`config.mk`:
```
export PLATFORM = sky130hd
export DESIGN_NAME = axi4_lite_read_arbiter_flat
export DESIGN_NICKNAME = d
export VERILOG_FILES = /design/src/rtl/axi4_lite_read_arbiter_if.sv /design/src/rtl/axi4_lite_read_arbiter.sv /design/src/flat_wrapper.sv
export SDC_FILE = /design/constraint.sdc
export NUM_CORES = 1
export LEC_CHECK = 0
export ABC_AREA = 1
export BUFFER_PORTS_ARGS = -buffer_cell sky130_fd_sc_hd__buf_2
export CORE_ASPECT_RATIO = 1.25
export CORE_MARGIN = 2
export CORE_UTILIZATION = 35
export CTS_BUF_LIST = sky130_fd_sc_hd__clkbuf_2
export CTS_CLUSTER_DIAMETER = 40
export DETAILED_ROUTE_END_ITERATION = 10
export PLACE_DENSITY = 0.66
export SLEW_MARGIN = 10
export SYNTH_ARGS = -nofsm -noshare
export SYNTH_HDL_FRONTEND = slang
export SYNTH_SLANG_ARGS = --single-unit
export TNS_END_PERCENT = 10
```
`constraint.sdc`:
```
create_clock -name aclk -period 4 [get_ports aclk]
set_input_delay 0.8 -clock aclk [delete_from_list [all_inputs] [get_ports aclk]]
set_output_delay 0.8 -clock aclk [all_outputs]
set_load 0.01 [all_outputs]
```
`src/rtl/axi4_lite_read_arbiter_if.sv`:
```
// Bundle of signals between the read arbiter, its requesters and the
// downstream AXI4-Lite read port.
//   req_*  : requester-facing AR and R channels (packed per requester)
//   m_*    : single bus-facing AR and R channels
// Modports:
//   master : arbiter view (drives req_arready/req_r*, m_ar*, m_rready)
//   slave  : environment view (requesters plus downstream slave)
interface axi4_lite_read_arbiter_if #(
    parameter int NUM_REQ       = 2,
    parameter int ADDRESS_WIDTH = 32,
    parameter int DATA_WIDTH    = 32
);
    logic [NUM_REQ*ADDRESS_WIDTH-1:0] req_araddr;
    logic [NUM_REQ*3-1:0]             req_arprot;
    logic [NUM_REQ-1:0]               req_arvalid;
    logic [NUM_REQ-1:0]               req_arready;
    logic [DATA_WIDTH-1:0]            req_rdata;
    logic [1:0]                       req_rresp;
    logic [NUM_REQ-1:0]               req_rvalid;
    logic [NUM_REQ-1:0]               req_rready;

    logic [ADDRESS_WIDTH-1:0]         m_araddr;
    logic [2:0]                       m_arprot;
    logic                             m_arvalid;
    logic                             m_arready;
    logic [DATA_WIDTH-1:0]            m_rdata;
    logic [1:0]                       m_rresp;
    logic                             m_rvalid;
    logic                             m_rready;

    modport master (
        input  req_araddr, req_arprot, req_arvalid, req_rready,
        input  m_arready, m_rdata, m_rresp, m_rvalid,
        output req_arready, req_rdata, req_rresp, req_rvalid,
        output m_araddr, m_arprot, m_arvalid, m_rready
    );

    modport slave (
        output req_araddr, req_arprot, req_arvalid, req_rready,
        output m_arready, m_rdata, m_rresp, m_rvalid,
        input  req_arready, req_rdata, req_rresp, req_rvalid,
        input  m_araddr, m_arprot, m_arvalid, m_rready
    );
endinterface

```
`src/rtl/axi4_lite_read_arbiter.sv`:
```
// Shares one AXI4-Lite read master port between NUM_REQ requesters.
// Round-robin arbitration on AR; an in-order grant FIFO remembers which
// requester owns each outstanding read and steers R beats back to it.
// Ports:
//   aclk, areset     : clock, synchronous active-high reset
//   bus              : requester and downstream AR/R channels (master modport)
//   outstanding      : grant FIFO occupancy (accepted, not yet answered)
//   err_unexpected_r : sticky flag, R beat arrived with nothing outstanding
module axi4_lite_read_arbiter #(
    parameter int NUM_REQ         = 2,
    parameter int ADDRESS_WIDTH   = 32,
    parameter int DATA_WIDTH      = 32,
    parameter int MAX_OUTSTANDING = 10
) (
    input  logic                                 aclk,
    input  logic                                 areset,
    axi4_lite_read_arbiter_if.master             bus,
    output logic [$clog2(MAX_OUTSTANDING+1)-1:0] outstanding,
    output logic                                 err_unexpected_r
);
    localparam int IDX_W = (NUM_REQ > 1) ? $clog2(NUM_REQ) : 1;
    localparam int PTR_W = (MAX_OUTSTANDING > 1) ? $clog2(MAX_OUTSTANDING) : 1;
    localparam int CNT_W = $clog2(MAX_OUTSTANDING+1);

    typedef enum logic {
        IDLE,
        ISSUE
    } ar_state_t;

    ar_state_t                state, state_nxt;
    logic [IDX_W-1:0]         rr_ptr;
    logic [IDX_W-1:0]         grant_idx;
    logic                     grant_found;
    logic [NUM_REQ-1:0]       arready;
    logic                     push;
    logic                     pop;
    logic                     can_accept;

    logic [IDX_W-1:0]         fifo_mem [MAX_OUTSTANDING];
    logic [PTR_W-1:0]         wr_ptr, rd_ptr;
    logic [CNT_W-1:0]         count;
    logic                     empty;
    logic [IDX_W-1:0]         head;
    logic [NUM_REQ-1:0]       rvalid;
    logic                     rready;

    logic [ADDRESS_WIDTH-1:0] araddr_q;
    logic [2:0]               arprot_q;

    // Pointers wrap at MAX_OUTSTANDING, which need not be a power of two.
    function automatic logic [PTR_W-1:0] ptr_inc(input logic [PTR_W-1:0] p);
        return (p == PTR_W'(MAX_OUTSTANDING-1)) ? '0 : p + 1'b1;
    endfunction

    // Round-robin search starting just after the last granted requester.
    always_comb begin : grant_search
        logic [IDX_W-1:0] cand;
        grant_found = 1'b0;
        grant_idx   = rr_ptr;
        cand        = '0;
        for (int k = 1; k <= NUM_REQ; k++) begin
            cand = IDX_W'((int'(rr_ptr) + k) % NUM_REQ);
            if (!grant_found && bus.req_arvalid[cand]) begin
                grant_found = 1'b1;
                grant_idx   = cand;
            end
        end
    end

    // R routing: the FIFO head owns whatever beat is on the bus.
    always_comb begin
        head   = fifo_mem[rd_ptr];
        rvalid = '0;
        if (!empty) begin
            rvalid[head] = bus.m_rvalid;
        end
        rready = !empty && bus.req_rready[head];
        pop    = bus.m_rvalid && rready;
    end

    assign empty = (count == '0);

    // A pop in this cycle frees a slot for a same-cycle capture, so a
    // full FIFO can still accept while draining.
    assign can_accept = (count < CNT_W'(MAX_OUTSTANDING)) || pop;

    always_comb begin
        state_nxt = state;
        arready   = '0;
        push      = 1'b0;
        case (state)
            IDLE: begin
                if (grant_found && can_accept) begin
                    arready[grant_idx] = 1'b1;
                    push               = 1'b1;
                    state_nxt          = ISSUE;
                end
            end
            ISSUE: begin
                if (bus.m_arready) begin
                    state_nxt = IDLE;
                end
            end
            default: state_nxt = IDLE;
        endcase
    end

    // Control state; the FIFO entry is counted at capture time so an R
    // beat can never arrive ahead of its owner record.
    always_ff @(posedge aclk) begin
        if (areset) begin
            state            <= IDLE;
            rr_ptr           <= IDX_W'(NUM_REQ-1);
            wr_ptr           <= '0;
            rd_ptr           <= '0;
            count            <= '0;
            err_unexpected_r <= 1'b0;
            araddr_q         <= '0;
            arprot_q         <= '0;
        end else begin
            state <= state_nxt;
            if (push) begin
                rr_ptr   <= grant_idx;
                araddr_q <= bus.req_araddr[grant_idx*ADDRESS_WIDTH +: ADDRESS_WIDTH];
                arprot_q <= bus.req_arprot[grant_idx*3 +: 3];
                wr_ptr   <= ptr_inc(wr_ptr);
            end
            if (pop) begin
                rd_ptr <= ptr_inc(rd_ptr);
            end
            case ({push, pop})
                2'b10:   count <= count + 1'b1;
                2'b01:   count <= count - 1'b1;
                default: count <= count;
            endcase
            if (bus.m_rvalid && empty) begin
                err_unexpected_r <= 1'b1;
            end
        end
    end

    // Owner records carry no reset; the pointers define which are live.
    always_ff @(posedge aclk) begin
        if (push) begin
            fifo_mem[wr_ptr] <= grant_idx;
        end
    end

    assign bus.req_arready = arready;
    assign bus.req_rvalid  = rvalid;
    assign bus.req_rdata   = bus.m_rdata;
    assign bus.req_rresp   = bus.m_rresp;
    assign bus.m_araddr    = araddr_q;
    assign bus.m_arprot    = arprot_q;
    assign bus.m_arvalid   = (state == ISSUE);
    assign bus.m_rready    = rready;
    assign outstanding     = count;
endmodule

```
`src/flat_wrapper.sv`:
```
// flat-port wrapper written by rule: the top's interface ports become plain ports
module axi4_lite_read_arbiter_flat 
#(
    parameter int NUM_REQ         = 2,
    parameter int ADDRESS_WIDTH   = 32,
    parameter int DATA_WIDTH      = 32,
    parameter int MAX_OUTSTANDING = 10
)
  (aclk, areset, outstanding, err_unexpected_r, bus_req_araddr, bus_req_arprot, bus_req_arvalid, bus_req_rready, bus_m_arready, bus_m_rdata, bus_m_rresp, bus_m_rvalid, bus_req_arready, bus_req_rdata, bus_req_rresp, bus_req_rvalid, bus_m_araddr, bus_m_arprot, bus_m_arvalid, bus_m_rready);
  axi4_lite_read_arbiter_if #(.NUM_REQ(NUM_REQ), .ADDRESS_WIDTH(ADDRESS_WIDTH), .DATA_WIDTH(DATA_WIDTH)) bus_i ();
  input  logic aclk;
  input  logic areset;
  output logic [$clog2(MAX_OUTSTANDING+1)-1:0] outstanding;
  output logic err_unexpected_r;
  input wire logic [$bits(bus_i.req_araddr)-1:0] bus_req_araddr;
  input wire logic [$bits(bus_i.req_arprot)-1:0] bus_req_arprot;
  input wire logic [$bits(bus_i.req_arvalid)-1:0] bus_req_arvalid;
  input wire logic [$bits(bus_i.req_rready)-1:0] bus_req_rready;
  input wire logic [$bits(bus_i.m_arready)-1:0] bus_m_arready;
  input wire logic [$bits(bus_i.m_rdata)-1:0] bus_m_rdata;
  input wire logic [$bits(bus_i.m_rresp)-1:0] bus_m_rresp;
  input wire logic [$bits(bus_i.m_rvalid)-1:0] bus_m_rvalid;
  output wire logic [$bits(bus_i.req_arready)-1:0] bus_req_arready;
  output wire logic [$bits(bus_i.req_rdata)-1:0] bus_req_rdata;
  output wire logic [$bits(bus_i.req_rresp)-1:0] bus_req_rresp;
  output wire logic [$bits(bus_i.req_rvalid)-1:0] bus_req_rvalid;
  output wire logic [$bits(bus_i.m_araddr)-1:0] bus_m_araddr;
  output wire logic [$bits(bus_i.m_arprot)-1:0] bus_m_arprot;
  output wire logic [$bits(bus_i.m_arvalid)-1:0] bus_m_arvalid;
  output wire logic [$bits(bus_i.m_rready)-1:0] bus_m_rready;
  assign bus_i.req_araddr = bus_req_araddr;
  assign bus_i.req_arprot = bus_req_arprot;
  assign bus_i.req_arvalid = bus_req_arvalid;
  assign bus_i.req_rready = bus_req_rready;
  assign bus_i.m_arready = bus_m_arready;
  assign bus_i.m_rdata = bus_m_rdata;
  assign bus_i.m_rresp = bus_m_rresp;
  assign bus_i.m_rvalid = bus_m_rvalid;
  assign bus_req_arready = bus_i.req_arready;
  assign bus_req_rdata = bus_i.req_rdata;
  assign bus_req_rresp = bus_i.req_rresp;
  assign bus_req_rvalid = bus_i.req_rvalid;
  assign bus_m_araddr = bus_i.m_araddr;
  assign bus_m_arprot = bus_i.m_arprot;
  assign bus_m_arvalid = bus_i.m_arvalid;
  assign bus_m_rready = bus_i.m_rready;
  axi4_lite_read_arbiter #(.NUM_REQ(NUM_REQ), .ADDRESS_WIDTH(ADDRESS_WIDTH), .DATA_WIDTH(DATA_WIDTH), .MAX_OUTSTANDING(MAX_OUTSTANDING)) u_core (.aclk(aclk), .areset(areset), .bus(bus_i), .outstanding(outstanding), .err_unexpected_r(err_unexpected_r));
endmodule
```
Word-level counts from Yosys, hierarchy flattened
Memory sizes are Yosys's and may differ from the RTL's. A register that Yosys moved wholly into a read port is not among the register bits.
Index checks and enable logic that the tools add are counted.
{ "op_classes": {"n_addsub": 6, "n_mul": 1, "order_cmp": 7, "n_eq_ne": 4, "n_shift": 2, "muxes": 28, "n_bitwise": 2, "reduce_logical": 12} }
{ "ops": {"columns": ["operator", "count"], "rows": [
  ["$shiftx A64 B7 Y32", 1],
  ["$mux W1", 17],
  ["$mux W4", 4],
  ["$add A4 B1 Y4 const B", 3],
  ["$eq A4 B4 Y1 const B", 2],
  ["$lt A1 B2 Y1 const B", 4],
  ["$pmux W4 S2", 1],
  ["$logic_and A1 B1 Y1", 7],
  ["$mux W2", 3],
  ["$shiftx A6 B4 Y3", 1],
  ["$logic_not A4 Y1", 1],
  ["$lt A4 B4 Y1 const B", 1],
  ["$sub A4 B1 Y4 const B", 1],
  ["$mul A1 B2 Y3 const B", 1],
  ["$add A1 B1 Y1 const B", 2],
  ["$and A2 B2 Y2", 1],
  ["$demux W1 S1", 2],
  ["$eq A2 B1 Y1 const B", 1],
  ["$eq A2 B2 Y1 const B", 1],
  ["$ge A1 B1 Y1 const B", 2],
  ["$logic_not A1 Y1", 2],
  ["$pmux W1 S2", 1],
  ["$reduce_bool A2 Y1", 1],
  ["$logic_or A1 B1 Y1", 1],
  ["$not A1 Y1", 1]
]} }
{ "totals": {"reg_bits": 50, "ram_bits": 10, "input_bits": 112, "out_inout_bits": 80, "wordCells": 71, "memories": 1} }
{ "mem_list": {"columns": ["name", "depth", "width", "read_ports", "rd_ports_with_merged_regs", "write_ports", "line_no", "source"], "rows": [
  ["u_core.fifo_mem", 10, 1, 1, 1, 1, "axi4_lite_read_arbiter.sv:39", "logic [IDX_W-1:0] fifo_mem [MAX_OUTSTANDING];"]
]} }

Logic depth before layout (Yosys ltp)
{ "depth": {"depth_word": 13, "depth_mapped": 21, "ltp_nobuf": 20} }

Least setup slack after synthesis
OpenSTA, ideal clock, no wires.
{ "synth_path": {"kind": "input -> register", "startpoint": "in bus_m_rvalid", "endpoint": "reg u_core.count[2] (netlist: u_core.outstanding[2])", "arrival_ps": 2411, "path_slack_ps": 1474, "stages": 15, "path_buffers": 1, "path_cell_list": "inv_1 nor2_1 nand3_2 nand2_2 nand2_4 buf_6 ha_1 nand2_1 inv_1 nor2_1 ha_1 a21oi_1 xor2_1 o21ai_0 inv_1"} }
{ "synth_between": {"elab_chain_cells": 7} }
{ "synth_lines": {"columns": ["item", "line_no", "source"], "rows": [
  ["start: declaration", "flat_wrapper.sv:22", "input wire logic [$bits(bus_i.m_rvalid)-1:0] bus_m_rvalid;"],
  ["$logic_and A1 B1 Y1 (*)", "axi4_lite_read_arbiter.sv:78", "pop = bus.m_rvalid && rready;"],
  ["$logic_or A1 B1 Y1", "axi4_lite_read_arbiter.sv:85", "assign can_accept = (count < CNT_W'(MAX_OUTSTANDING)) || pop;"],
  ["$logic_and A1 B1 Y1", "axi4_lite_read_arbiter.sv:93", "if (grant_found && can_accept) begin"],
  ["$mux W1", "axi4_lite_read_arbiter.sv:93", null],
  ["$mux W1", "axi4_lite_read_arbiter.sv:91", "case (state)"],
  ["$eq A2 B1 Y1 / $eq A2 B2 Y1 (equally long branches)", "axi4_lite_read_arbiter.sv:131", "case ({push, pop})"],
  ["$pmux W4 S2 / $reduce_bool A2 Y1 (equally long branches)", null, null],
  ["end signal: assignment", "axi4_lite_read_arbiter.sv:132", "2'b10: count <= count + 1'b1;"],
  ["end signal: assignment", "axi4_lite_read_arbiter.sv:133", "2'b01: count <= count - 1'b1;"],
  ["end signal: assignment", "axi4_lite_read_arbiter.sv:134", "default: count <= count;"],
  ["end: declaration", "axi4_lite_read_arbiter.sv:41", "logic [CNT_W-1:0] count;"]
]} }
Mark *: on every way between the ends. The rest lies on a longest branch, timed or not.
A chain may end at the register's enable or synchronous reset.

==> out/qor.yml <==
holdCritPathClass: "register to register"
viasPerCell: 4.787
dpl-instance-area_sq_um: 3817
synthCells: 415
numCtsBuffers: 9
grt_max_degree: 41
clk_pin_slew_ns: 0.18
synth.avg_cell_area_sq_um: 8.152
final_common_cell: "buf_2"
fmax_mhz: 313.6
cts.sinks: 64
min_period_ns: 3.189
drive_gt1_share_pct: 37.38
synth-seq-cells: 64
ir_worst_vdd_mv: 0.2005
core_area_sq_um: 9509
final_max_slew_viol_count: 0
routedWlPerCell_microns: 12.83
cts_resized: 0
diodes: 0
cts_root_buf: "clkbuf_2"
syn_nets: 530
area_growth_pct: 16.09
crit_chain: "inv_2, nand2_1, nand2_1, nand2_1, nand3b_1, nand3_2, nand2_1, nand2_1, nand3_2, nand2_2, nand2_4, nor2_1, buf_2"
end_kind: "output pin"
power.density_nw_per_um2: 448.4
grt_pass1_wl_microns: 13390
die_area_sq_um: 10470
ant_nets: 0
drc: 0
final_cell_area_sq_um: 3928
power_w: 0.001761
drv_cap: 0
place.gp.congestion: 0.8209
die_w_microns: 91.94
slew_headroom_pct: 62.15
cts_tree: "done"
start_util_pct: 35.58
critical_path_class: "register to output pin"
worstPathMaxFanout: 21
cts_htree_levels: 3
layout_common_cells: "buf_2, nand2_1, dfxtp_1"
status: "complete, no violations"
synth.largest_area_cell: "dfxtp_1"
grt_pass1_vias: 2909
synthTopCellsByArea: "dfxtp_1, mux2_2, buf_4"
antenna_found_initial: 0
routed_wl_microns: 8072
portBuffers: 123
rsz0062_at_grt: "false"
p_leak_nw: 1.833
final_nets: 613
critPathMaxStageDelay_ns: 0.46
tightest_slew_ns: 0.5626
ys_seq_area_share_pct: 40.83
fin_hold_ws_ns: 0.4703
hpwl_microns: 5845
crit_top_cell: "nand2_1"
cp.required_ns: 3.20
grt_usage_pct: 16.02
synth.distinct_cells: 29
finalHoldViolCount: 0
die_h_microns: 113.9
crit_slowest_cell: "dfxtp_1"
finalSetupViolations: 0
drt-pass1-iter-count: 4
clockBufferDepth: 2
cts_setup_buffers: 0
syn_area_sq_um: 3383
drt_iter0_markers: 146
yosysTopAreaCellShare_pct: 31.95
crit_arrival_ns: 2.39
clock_latency_ns: 0.51
cp-start-kind: "register"
num_io_pins: 192
fin_crit_sh_pct: 79.73
via_count: 3011
cts_hold_buf: 0
rows: 40
fin_setup_tns_ns: 0
grt-ovfl-total: 0
fin_skew_ns: 0.01822
yosysWarningCount: 0
final cells by class:
| cell class | instances | area, sq um |
|---|---|---|
| well taps | 126 | 157.7 |
| fillers | 992 | 5582 |
| repair buffers | 128 | 653.1 |
| flip-flops and latches | 64 | 1381 |
| clock buffers | 10 | 50.05 |
| multi-input cells | 259 | 1490 |
| inverters | 36 | 135.1 |
| clock inverters | 6 | 60.06 |
cells in the mapped netlist:
library cell and count:
inv_1 35, dfxtp_1 54, xnor2_1 1, nand2_2 1, nor4_1 1, o21ai_0 6, nand2_1 69, nor3_2 1
nor3_1 8, ha_1 3, nand3_1 51, mux2_2 35, or2_2 2, clkbuf_1 9, xor2_1 3, nand3_2 2
inv_2 1, nor2_1 18, a22oi_1 1, o21ai_1 1, nand2_4 1, nand3b_1 1, buf_2 3, buf_4 42
o31ai_1 1, edfxtp_1 10, a21oi_1 52, o211ai_1 1, buf_6 2
logic make-up (layout without fill, tap and decap cells):
logic type      Yosys count  count (layout)  share of synthesized area (%)
compound gates           62              62                          9.394
xor+xnor                  4               4                          1.036
fa+ha+maj                 3               3                          1.110
buf+inv                  92             180                          15.42
flops                    64              64                          40.83
mux                      35              35                          11.65
simple gates            155             155                          20.56
flip-flops by register name (all words and copies together) (netlist names), named ones only:
register                 cells
u_core.rr_ptr                1
u_core.rd_ptr                4
u_core.err_unexpected_r      1
u_core.bus.m_arvalid         1
u_core.bus.m_araddr         32
u_core.fifo_mem             10
u_core.outstanding           4
u_core.bus.m_arprot          3
u_core.wr_ptr                4
routing by layer:
metal | GRT usage [%] | routed length [microns] | up-vias
met4 | 8.955 | 306 | 0
li1 | - | - | 1510
met2 | 25.69 | 3757 | 128
met1 | 18.23 | 3315 | 1339
met3 | 6.341 | 692 | 34
met5 | 0 | 0 | -
where the power goes:
part	internal (W)	switching (W)
logic	0.000246	0.000334
registers	0.000736	0.0000650
clock network	0.000144	0.000237
total	0.00113	0.000636
path summary, 6_finish.rpt:
kind                                       startpoint  slack, ns  cells after the start                             endpoint
setup / recovery                             register       0.81                     13                   bus_req_arready[0]
hold / removal    u_core.bus.m_araddr[5]$_SDFFE_PP0P_       0.47                      2  u_core.bus.m_araddr[5]$_SDFFE_PP0P_
setup reg to reg   u_core.outstanding[0]$_SDFFE_PP0P_       1.33                     14   u_core.outstanding[2]$_SDFFE_PP0P_
hold reg to reg   u_core.bus.m_araddr[5]$_SDFFE_PP0P_       0.47                      2  u_core.bus.m_araddr[5]$_SDFFE_PP0P_
worst max-delay path: cells and delay by family, from the launching register on:
| family | cells | cell delay [ns] |
|---|---|---|
| flops | 1 | 0.46 |
| buf+inv | 2 | 0.26 |
| simple gates | 11 | 1.17 |
metrics by stage:
step | std cells | utilization (%) | setup WS [ns]
floorplan | 415 | - | 1.474
global placement | 613 | 40.14 | 1.220
detailed placement | 613 | 40.14 | 1.174
CTS | 629 | 41.30 | 0.7365
global route | 629 | 41.30 | 0.5378
finish | 629 | 41.30 | 0.8110
(Power assumes the default switching activity.)
